**src/rtl/vga_sync_rx.sv**
```systemverilog
// vga_sync_rx: recovers raster position, display-enable and lock from a VGA hsync/vsync pair.
// Define VGA_RX_MEASURE_EN to enable line/frame period measurement on h_period/v_period.
module vga_sync_rx #(
  parameter int H_VISIBLE  = 640,
  parameter int H_FP       = 16,
  parameter int H_SYNC     = 96,
  parameter int H_TOTAL    = 800,
  parameter int V_VISIBLE  = 480,
  parameter int V_FP       = 10,
  parameter int V_TOTAL    = 525,
  parameter int LOCK_LINES = 4
) (
  input  logic        clk,
  input  logic        reset,
  input  logic        hsync,
  input  logic        vsync,
  output logic [9:0]  px,
  output logic [9:0]  py,
  output logic        de,
  output logic        locked,
  output logic        frame_start,
  output logic        timing_err,
  output logic [11:0] h_period,
  output logic [11:0] v_period
);

  typedef enum logic [1:0] {
    ST_SEARCH = 2'd0,
    ST_HLOCK  = 2'd1,
    ST_VWAIT  = 2'd2,
    ST_LOCKED = 2'd3
  } state_t;

  localparam logic [9:0] HS      = 10'(H_VISIBLE + H_FP);
  localparam logic [9:0] HS_NEXT = 10'(H_VISIBLE + H_FP + 1);
  localparam logic [9:0] VS      = 10'(V_VISIBLE + V_FP);
  localparam logic [9:0] H_LAST  = 10'(H_TOTAL - 1);
  localparam logic [9:0] V_LAST  = 10'(V_TOTAL - 1);
  localparam logic [9:0] H_VIS   = 10'(H_VISIBLE);
  localparam logic [9:0] V_VIS   = 10'(V_VISIBLE);
  localparam int         GW      = $clog2(LOCK_LINES + 1);
  localparam logic [GW-1:0] GOOD_ZERO = GW'(0);
  localparam logic [GW-1:0] GOOD_ONE  = GW'(1);
  localparam logic [GW-1:0] GOOD_LAST = GW'(LOCK_LINES - 1);
  // A geometry whose sync pulse or porches do not fit the line/frame can never be trusted.
  localparam logic CFG_OK = ((H_VISIBLE + H_FP + H_SYNC < H_TOTAL) &&
                             (V_VISIBLE + V_FP < V_TOTAL) &&
                             (H_TOTAL <= 1024) && (V_TOTAL <= 1024) &&
                             (LOCK_LINES > 0)) ? 1'b1 : 1'b0;

  state_t        r_state;
  state_t        w_state_nxt;
  logic          r_hsync_q;
  logic          r_vsync_q;
  logic [9:0]    r_hcnt;
  logic [9:0]    r_vcnt;
  logic [9:0]    w_hcnt_nxt;
  logic [9:0]    w_vcnt_nxt;
  logic [9:0]    w_hcnt_run;
  logic [9:0]    w_vcnt_run;
  logic [GW-1:0] r_good;
  logic [GW-1:0] w_good_nxt;
  logic          r_timing_err;
  logic          w_err_nxt;
  logic          w_hfall;
  logic          w_vfall;
  logic          w_at_hs;
  logic          w_at_vs;
  logic          w_h_ok;
  logic          w_h_bad;
  logic          w_v_bad;

  assign w_hfall = r_hsync_q & ~hsync;
  assign w_vfall = r_vsync_q & ~vsync;
  assign w_at_hs = (r_hcnt == HS);
  assign w_at_vs = (r_hcnt == 10'd0) && (r_vcnt == VS);
  assign w_h_ok  = w_hfall & w_at_hs;
  assign w_h_bad = w_hfall ^ w_at_hs;
  assign w_v_bad = w_vfall ^ w_at_vs;

  // Free-running raster position before any resynchronising load.
  always_comb begin
    w_hcnt_run = r_hcnt + 10'd1;
    w_vcnt_run = r_vcnt;
    if (r_hcnt == H_LAST) begin
      w_hcnt_run = 10'd0;
      if (r_vcnt == V_LAST) begin
        w_vcnt_run = 10'd0;
      end else begin
        w_vcnt_run = r_vcnt + 10'd1;
      end
    end else begin
      w_hcnt_run = r_hcnt + 10'd1;
    end
  end

  // Lock FSM next-state, counter loads and violation detection.
  always_comb begin
    w_state_nxt = r_state;
    w_good_nxt  = r_good;
    w_hcnt_nxt  = w_hcnt_run;
    w_vcnt_nxt  = w_vcnt_run;
    w_err_nxt   = 1'b0;
    case (r_state)
      ST_SEARCH: begin
        if (w_hfall) begin
          w_state_nxt = ST_HLOCK;
          w_good_nxt  = GOOD_ZERO;
          w_hcnt_nxt  = HS_NEXT;
        end else begin
          w_state_nxt = ST_SEARCH;
        end
      end
      ST_HLOCK: begin
        if (w_hfall) begin
          w_hcnt_nxt = HS_NEXT;
        end else begin
          w_hcnt_nxt = w_hcnt_run;
        end
        if (w_h_bad) begin
          w_good_nxt = GOOD_ZERO;
        end else if (w_h_ok) begin
          w_good_nxt = r_good + GOOD_ONE;
          if (r_good == GOOD_LAST) begin
            w_state_nxt = ST_VWAIT;
          end else begin
            w_state_nxt = ST_HLOCK;
          end
        end else begin
          w_good_nxt = r_good;
        end
      end
      ST_VWAIT: begin
        // The vsync edge pins both axes; it marks sample (0, VS).
        if (w_vfall) begin
          w_vcnt_nxt = VS;
          w_hcnt_nxt = 10'd1;
        end else if (w_hfall) begin
          w_hcnt_nxt = HS_NEXT;
        end else begin
          w_hcnt_nxt = w_hcnt_run;
        end
        if (w_h_bad) begin
          w_state_nxt = ST_HLOCK;
          w_good_nxt  = GOOD_ZERO;
        end else if (w_vfall && CFG_OK) begin
          w_state_nxt = ST_LOCKED;
        end else begin
          w_state_nxt = ST_VWAIT;
        end
      end
      ST_LOCKED: begin
        if (w_h_bad || w_v_bad) begin
          w_state_nxt = ST_SEARCH;
          w_good_nxt  = GOOD_ZERO;
          w_err_nxt   = 1'b1;
        end else begin
          w_state_nxt = ST_LOCKED;
        end
      end
      default: begin
        w_state_nxt = ST_SEARCH;
        w_good_nxt  = GOOD_ZERO;
      end
    endcase
  end

  // State, raster counters, sync history and the error pulse.
  always_ff @(posedge clk) begin
    if (reset) begin
      r_state      <= ST_SEARCH;
      r_good       <= GOOD_ZERO;
      r_hcnt       <= 10'd0;
      r_vcnt       <= 10'd0;
      r_hsync_q    <= 1'b1;
      r_vsync_q    <= 1'b1;
      r_timing_err <= 1'b0;
    end else begin
      r_state      <= w_state_nxt;
      r_good       <= w_good_nxt;
      r_hcnt       <= w_hcnt_nxt;
      r_vcnt       <= w_vcnt_nxt;
      r_hsync_q    <= hsync;
      r_vsync_q    <= vsync;
      r_timing_err <= w_err_nxt;
    end
  end

`ifdef VGA_RX_MEASURE_EN
  logic [11:0] r_hcyc;
  logic [11:0] r_vlines;
  logic [11:0] r_h_period;
  logic [11:0] r_v_period;

  function automatic logic [11:0] sat_inc(input logic [11:0] v);
    return (v == 12'hFFF) ? v : v + 12'd1;
  endfunction

  // Cycles between hsync edges and hsync edges between vsync edges, sampled on each edge.
  always_ff @(posedge clk) begin
    if (reset) begin
      r_hcyc     <= 12'd0;
      r_vlines   <= 12'd0;
      r_h_period <= 12'd0;
      r_v_period <= 12'd0;
    end else begin
      if (w_hfall) begin
        r_h_period <= r_hcyc;
        r_hcyc     <= 12'd1;
      end else begin
        r_hcyc     <= sat_inc(r_hcyc);
      end
      if (w_vfall) begin
        r_v_period <= w_hfall ? sat_inc(r_vlines) : r_vlines;
        r_vlines   <= w_hfall ? 12'd1 : 12'd0;
      end else if (w_hfall) begin
        r_vlines   <= sat_inc(r_vlines);
      end else begin
        r_vlines   <= r_vlines;
      end
    end
  end

  assign h_period = r_h_period;
  assign v_period = r_v_period;
`else
  assign h_period = 12'd0;
  assign v_period = 12'd0;
`endif

  assign px          = r_hcnt;
  assign py          = r_vcnt;
  assign locked      = (r_state == ST_LOCKED);
  assign de          = locked && (r_hcnt < H_VIS) && (r_vcnt < V_VIS);
  assign frame_start = locked && (r_hcnt == 10'd0) && (r_vcnt == 10'd0);
  assign timing_err  = r_timing_err;

endmodule

```
**config.mk**
```make
export PLATFORM = sky130hd
export DESIGN_NAME = vga_sync_rx
export DESIGN_NICKNAME = d
export VERILOG_FILES = /design/src/rtl/vga_sync_rx.sv
export SDC_FILE = /design/constraint.sdc
export NUM_CORES = 1
export LEC_CHECK = 0
export ABC_AREA = 1
export BUFFER_PORTS_ARGS = -buffer_cell sky130_fd_sc_hd__buf_2
export CELL_PAD_IN_SITES_DETAIL_PLACEMENT = 1
export CELL_PAD_IN_SITES_GLOBAL_PLACEMENT = 2
export CORE_MARGIN = 8
export CORE_UTILIZATION = 29
export CTS_BUF_LIST = sky130_fd_sc_hd__clkbuf_8
export DETAILED_ROUTE_END_ITERATION = 7
export GPL_ROUTABILITY_DRIVEN = 0
export PLACE_DENSITY = 0.93
export SLEW_MARGIN = 20
export SYNTH_ARGS = -nofsm -noshare
export SYNTH_HDL_FRONTEND = slang
export SYNTH_SLANG_ARGS = --single-unit
export TNS_END_PERCENT = 100
```
**constraint.sdc**
```tcl
create_clock -name clk -period 2.5 [get_ports clk]
set_clock_uncertainty 0.1 [all_clocks]
set_input_delay 0.25 -clock clk [delete_from_list [all_inputs] [get_ports clk]]
set_output_delay 0.25 -clock clk [all_outputs]
set_load 0.01 [all_outputs]
```
* Yosys cells after proc, flatten, opt, wreduce, memory -nomap -nowiden *
Index checks and enable logic that the tools add are counted.

cells by class
  reductions and logical operators = 13
  equal/unequal tests = 14
  $add $sub $neg = 3
  $lt $le $gt $ge = 2
  muxes and demuxes = 23
  bitwise operators = 8

operator list
  cell                   count
  $mux 10                7
  $eq 10x10->1 const B   3
  $add 10x1->10 const B  2
  $logic_not 10->1       2
  $pmux 10 s2            1
  $mux 3                 5
  $pmux 3 s4             1
  $eq 10x9->1 const B    1
  $lt 10x10->1 const B   1
  $lt 10x9->1 const B    1
  $mux 2                 5
  $ne 2x2->1 const B     4
  $pmux 2 s4             1
  $logic_and 1x1->1      5
  $eq 2x2->1 const B     2
  $reduce_and 4->1       1
  $reduce_or 2->1        2
  $add 3x1->3 const B    1
  $and 1x1->1            3
  $eq 3x2->1 const B     1
  $mux 1                 3
  $ne 3x3->1 const B     1
  $not 1->1              3
  $eq 2x1->1 const B     1
  5 further kinds        6

storage, ports and cells
  logic and storage cells = 70
  input bits = 4
  bits in registers = 28
  output and inout port bits = 48

* Depth between registers and ports, before layout *
  word-level depth = 6
  mapped depth = 13
  gate-level depth less buffers = 13

* Worst setup path after synthesis *
No wires, ideal clock.

  kind = reg2reg
  from = register r_hcnt[0], in the netlist px[0]
  to = register r_good[1]
  arrival = 1.696 ns
  cell stages (with the launch flop) = 13
  path buffers = 0
  library setup time = 0.113 ns
  slack = 0.591 ns
  required time = 2.287 ns
  period minus slack after synthesis = 1.909 ns
  cell sequence = dfxtp_1 inv_1 ha_1 nand3_1 inv_1 nand4_1 ha_1 inv_1 nand4_4 nand3_4 nand2_1 nand2_1 nor2_1

between the ends
  word-level cells in the longest chain between the ends = 6
  elaborated cells on any way between the ends = 13
  classes of those cells = eq/ne: 4; mux: 2; bitwise: 3; reduce/logical: 4

ends and longest elaborated chain
  item                        line  RTL
  start, declared             55    logic [9:0] r_hcnt;
  start signal, assigned      181   r_hcnt <= w_hcnt_nxt;
  $logic_not 10->1            76    assign w_at_vs = (r_hcnt == 10'd0) && (r_vcnt == VS);
  $logic_and 1x1->1           76
  $xor 1x1->1                 79    assign w_v_bad = w_vfall ^ w_at_vs;
  $logic_or 1x1->1            153   if (w_h_bad || w_v_bad) begin
  $ne 2x1->1 (no line)        n/a
  $reduce_and 4->1 (no line)  n/a
  end signal, assigned        180   r_good <= w_good_nxt;
  end, declared               61    logic [GW-1:0] r_good;

Parallel ways exist; a longest one is shown, timed or not.
A chain may end at the register's enable or synchronous reset.

* Worst setup path in the final report *
Same ends and word-level chain as after synthesis.

==> impl_metrics.json <==
{
  "status": "complete, no violations",
  "path_max_fanout": 5,
  "placed_cells": 376,
  "initial_utilization": 0.298,
  "setup_viol": 0,
  "syn_to_final_growth_pct": 10.0,
  "grt_antenna_before_repair": 0,
  "vdd_drop_max_v": 0.000150,
  "use_met2": 0.192,
  "portBuffers": 27,
  "post-route-min-period_ns": 2.11,
  "rsz0062_at_grt": "no",
  "post_drt_via_cell_ratio": 4.47,
  "synth_edf_count": 0,
  "slew_viol_final": 0,
  "yosys_warnings": 0,
  "setup_slack_ns": 0.390,
  "holdCritPathClass": "input pin to flip-flop",
  "grt.overflow.total": 0,
  "clk_latency_ns": 0.28,
  "postSynthAreaPerCell_sq_um": 6.87,
  "ctsHoldBuffers": 0,
  "setup.worst_path.end_class": "flip-flop",
  "cpPeakStageDelay_ns": 0.37,
  "post-route-util": 0.328,
  "clock_path_buffers": 2,
  "root_buffer": "clkbuf_8",
  "crit_chain": "inv_1 > ha_1 > nand3_1 > inv_1 > nand4_1 > ha_1 > inv_1 > nand4_4 > nand3_4 > nand2_1 > nand2_1 > nor2_1",
  "p_leak_nw": 1.03,
  "fill_cells": 871,
  "vias": 1698,
  "critPathKind": "flip-flop to flip-flop",
  "die_area_sq_um": 9320,
  "cp_slowest_cell": "ha_1",
  "cts.htree.levels": 1,
  "grtUsageMet3": 0.0278,
  "drt_iter0_markers": 45,
  "wl_per_cell_um": 13.0,
  "cts.sinks": 28,
  "cts_resized": 0,
  "cts_setup_buffers": 0,
  "grt_start_max_net_pins": 16,
  "synth_ff_type": "dfxtp_1",
  "syn_inst": 274,
  "die_h_um": 96.6,
  "routed_wl_um": 4950,
  "cts_buffers": 3,
  "layoutNonFillerInstCount": 380,
  "drv_cap": 0,
  "cts_tree": "yes",
  "grt_pass1_wl_um": 8290,
  "grt.busiest_layer": "met2",
  "clkTransAtPathRegs_ns": 0.10,
  "ys_types": 30,
  "multi_input_area_sq_um": 1020,
  "core_sq_um": 6310,
  "cp.required_ns": 2.58,
  "grt_pass1_vias": 1825,
  "place_ws_ns": 0.377,
  "max_freq_mhz": 474,
  "antenna_cells": 0,
  "tns_ns": 0,
  "async_flop_share": 0,
  "io_pins": 52,
  "route.detailed.drc": 0,
  "yosysSeqAreaShare": 0.298,
  "arrival_ns": 2.19,
  "fp.dieW_um": 96.6,
  "dpl.hpwl_um": 4060,
  "grt_use_met1": 0.133,
  "drt-pass1-iter-count": 4,
  "hold_viol_final": 0,
  "synth_seq_cells": 28,
  "rows": 29,
  "p_per_area_nw_per_um2": 432,
  "register_area_sq_um": 561,
  "grtUsageTotal": 0.112,
  "critPathLaunchType": "flip-flop",
  "nets": 317,
  "layout-drive-gt1-share": 0.168,
  "cpMostUsedCell": "inv_1",
  "fin_crit_sh": 0.844,
  "synth_area_sq_um": 1880,
  "antenna_left": 0
}
-- layer usage --
metal | vias up | part of all wire
met5 | - | 0
met4 | 0 | 0.018
met3 | 4 | 0.058
met2 | 37 | 0.47
met1 | 789 | 0.46
li1 | 868 | -
-- cells in the final DEF, fill, tap and decap left out, types with 2 or more instances in the layout --
cell type / n
nand2_2: 2
nor3_1: 5
ha_1: 9
nand3_1: 16
nor3_2: 3
xnor2_1: 2
nand3_2: 3
nor3b_1: 2
conb_1: 24
inv_2: 4
o21ai_0: 10
clkbuf_8: 4
inv_1: 47
nand4_1: 6
nor2_2: 3
xor2_1: 5
dfxtp_1: 28
buf_2: 27
nor2_1: 35
nand2_1: 41
o21ai_1: 5
a21oi_1: 12
o31ai_1: 2
-- power breakdown --
group | switching, mW | internal (mW)
registers | 0.0103 | 0.461
clock network | 0.151 | 0.141
logic | 0.0918 | 0.0383
-- cell type report --
| type | instances | share of cell area |
|---|---|---|
| clock buffers | 4 | 0.0266 |
| inverters | 51 | 0.0924 |
| flip-flops and latches | 28 | 0.271 |
| multi-input cells | 192 | 0.495 |
| well taps | 77 | 0.0465 |
| repair buffers | 28 | 0.0689 |
-- critical path: cells and delay by family (launching register included) --
kind          cells  cell delay (ns)
simple gates      7             0.67
buf+inv           3             0.38
fa+ha+maj         2             0.52
flops             1             0.34
-- worst paths after layout --
check	start	endpoint	slack [ns]	cells past startpoint
min	hsync	r_hsync_q	0.06	3
max reg2reg	px[0]	r_good[1]	0.39	12
max	px[0]	r_good[1]	0.39	12
min reg2reg	r_good[1]	r_good[1]	0.44	4
-- flip-flops by register name, summed over array words and instances (netlist names) --
name,cells
px,10
py,10
r_good,3
r_state,2
r_hsync_q,1
r_vsync_q,1
timing_err,1
-- kinds of logic (layout without fill, tap and decap cells) --
| kind of cell | count (synthesis) | count (layout) | share of synthesized area |
|---|---|---|---|
| and+or+nand+nor | 122 | 122 | 0.320 |
| AOI/OAI and AO/OA | 30 | 30 | 0.0838 |
| other | 1 | 24 | 0.00199 |
| xor gates and xnor gates | 7 | 7 | 0.0326 |
| adders and majority gates | 9 | 9 | 0.0598 |
| DFF | 28 | 28 | 0.298 |
| buffers and inverters | 77 | 83 | 0.203 |
-- metrics by stage --
step | hold WS (ns) | cell area, sq um | power [mW]
5_1_grt | 0.0664 | 2070 | 0.950
2_1_floorplan | 0.219 | 1970 | 0.605
3_3_place_gp | 0.342 | 2020 | 0.609
4_1_cts | 0.0608 | 2070 | 0.911
3_5_place_dp | 0.359 | 2020 | 0.613
6_report | 0.0594 | 2070 | 0.894
-- synthesized netlist by cell type, types with 3 or more instances --
library cell  count  share of area
inv_2             4         0.0080
a21oi_1          12          0.032
xor2_1            5          0.023
nand2_1          41          0.082
nor3_2            3          0.016
nor2_2            3          0.010
ha_1              9          0.060
o21ai_0          10          0.027
nand4_1           6          0.020
nand3_2           3          0.016
nand3_1          16          0.043
nor2_1           35          0.070
dfxtp_1          28           0.30
nor3_1            5          0.013
inv_1            47          0.094
buf_4            25           0.10
o21ai_1           5          0.013
No activity file was read; power rests on OpenSTA's default activity.
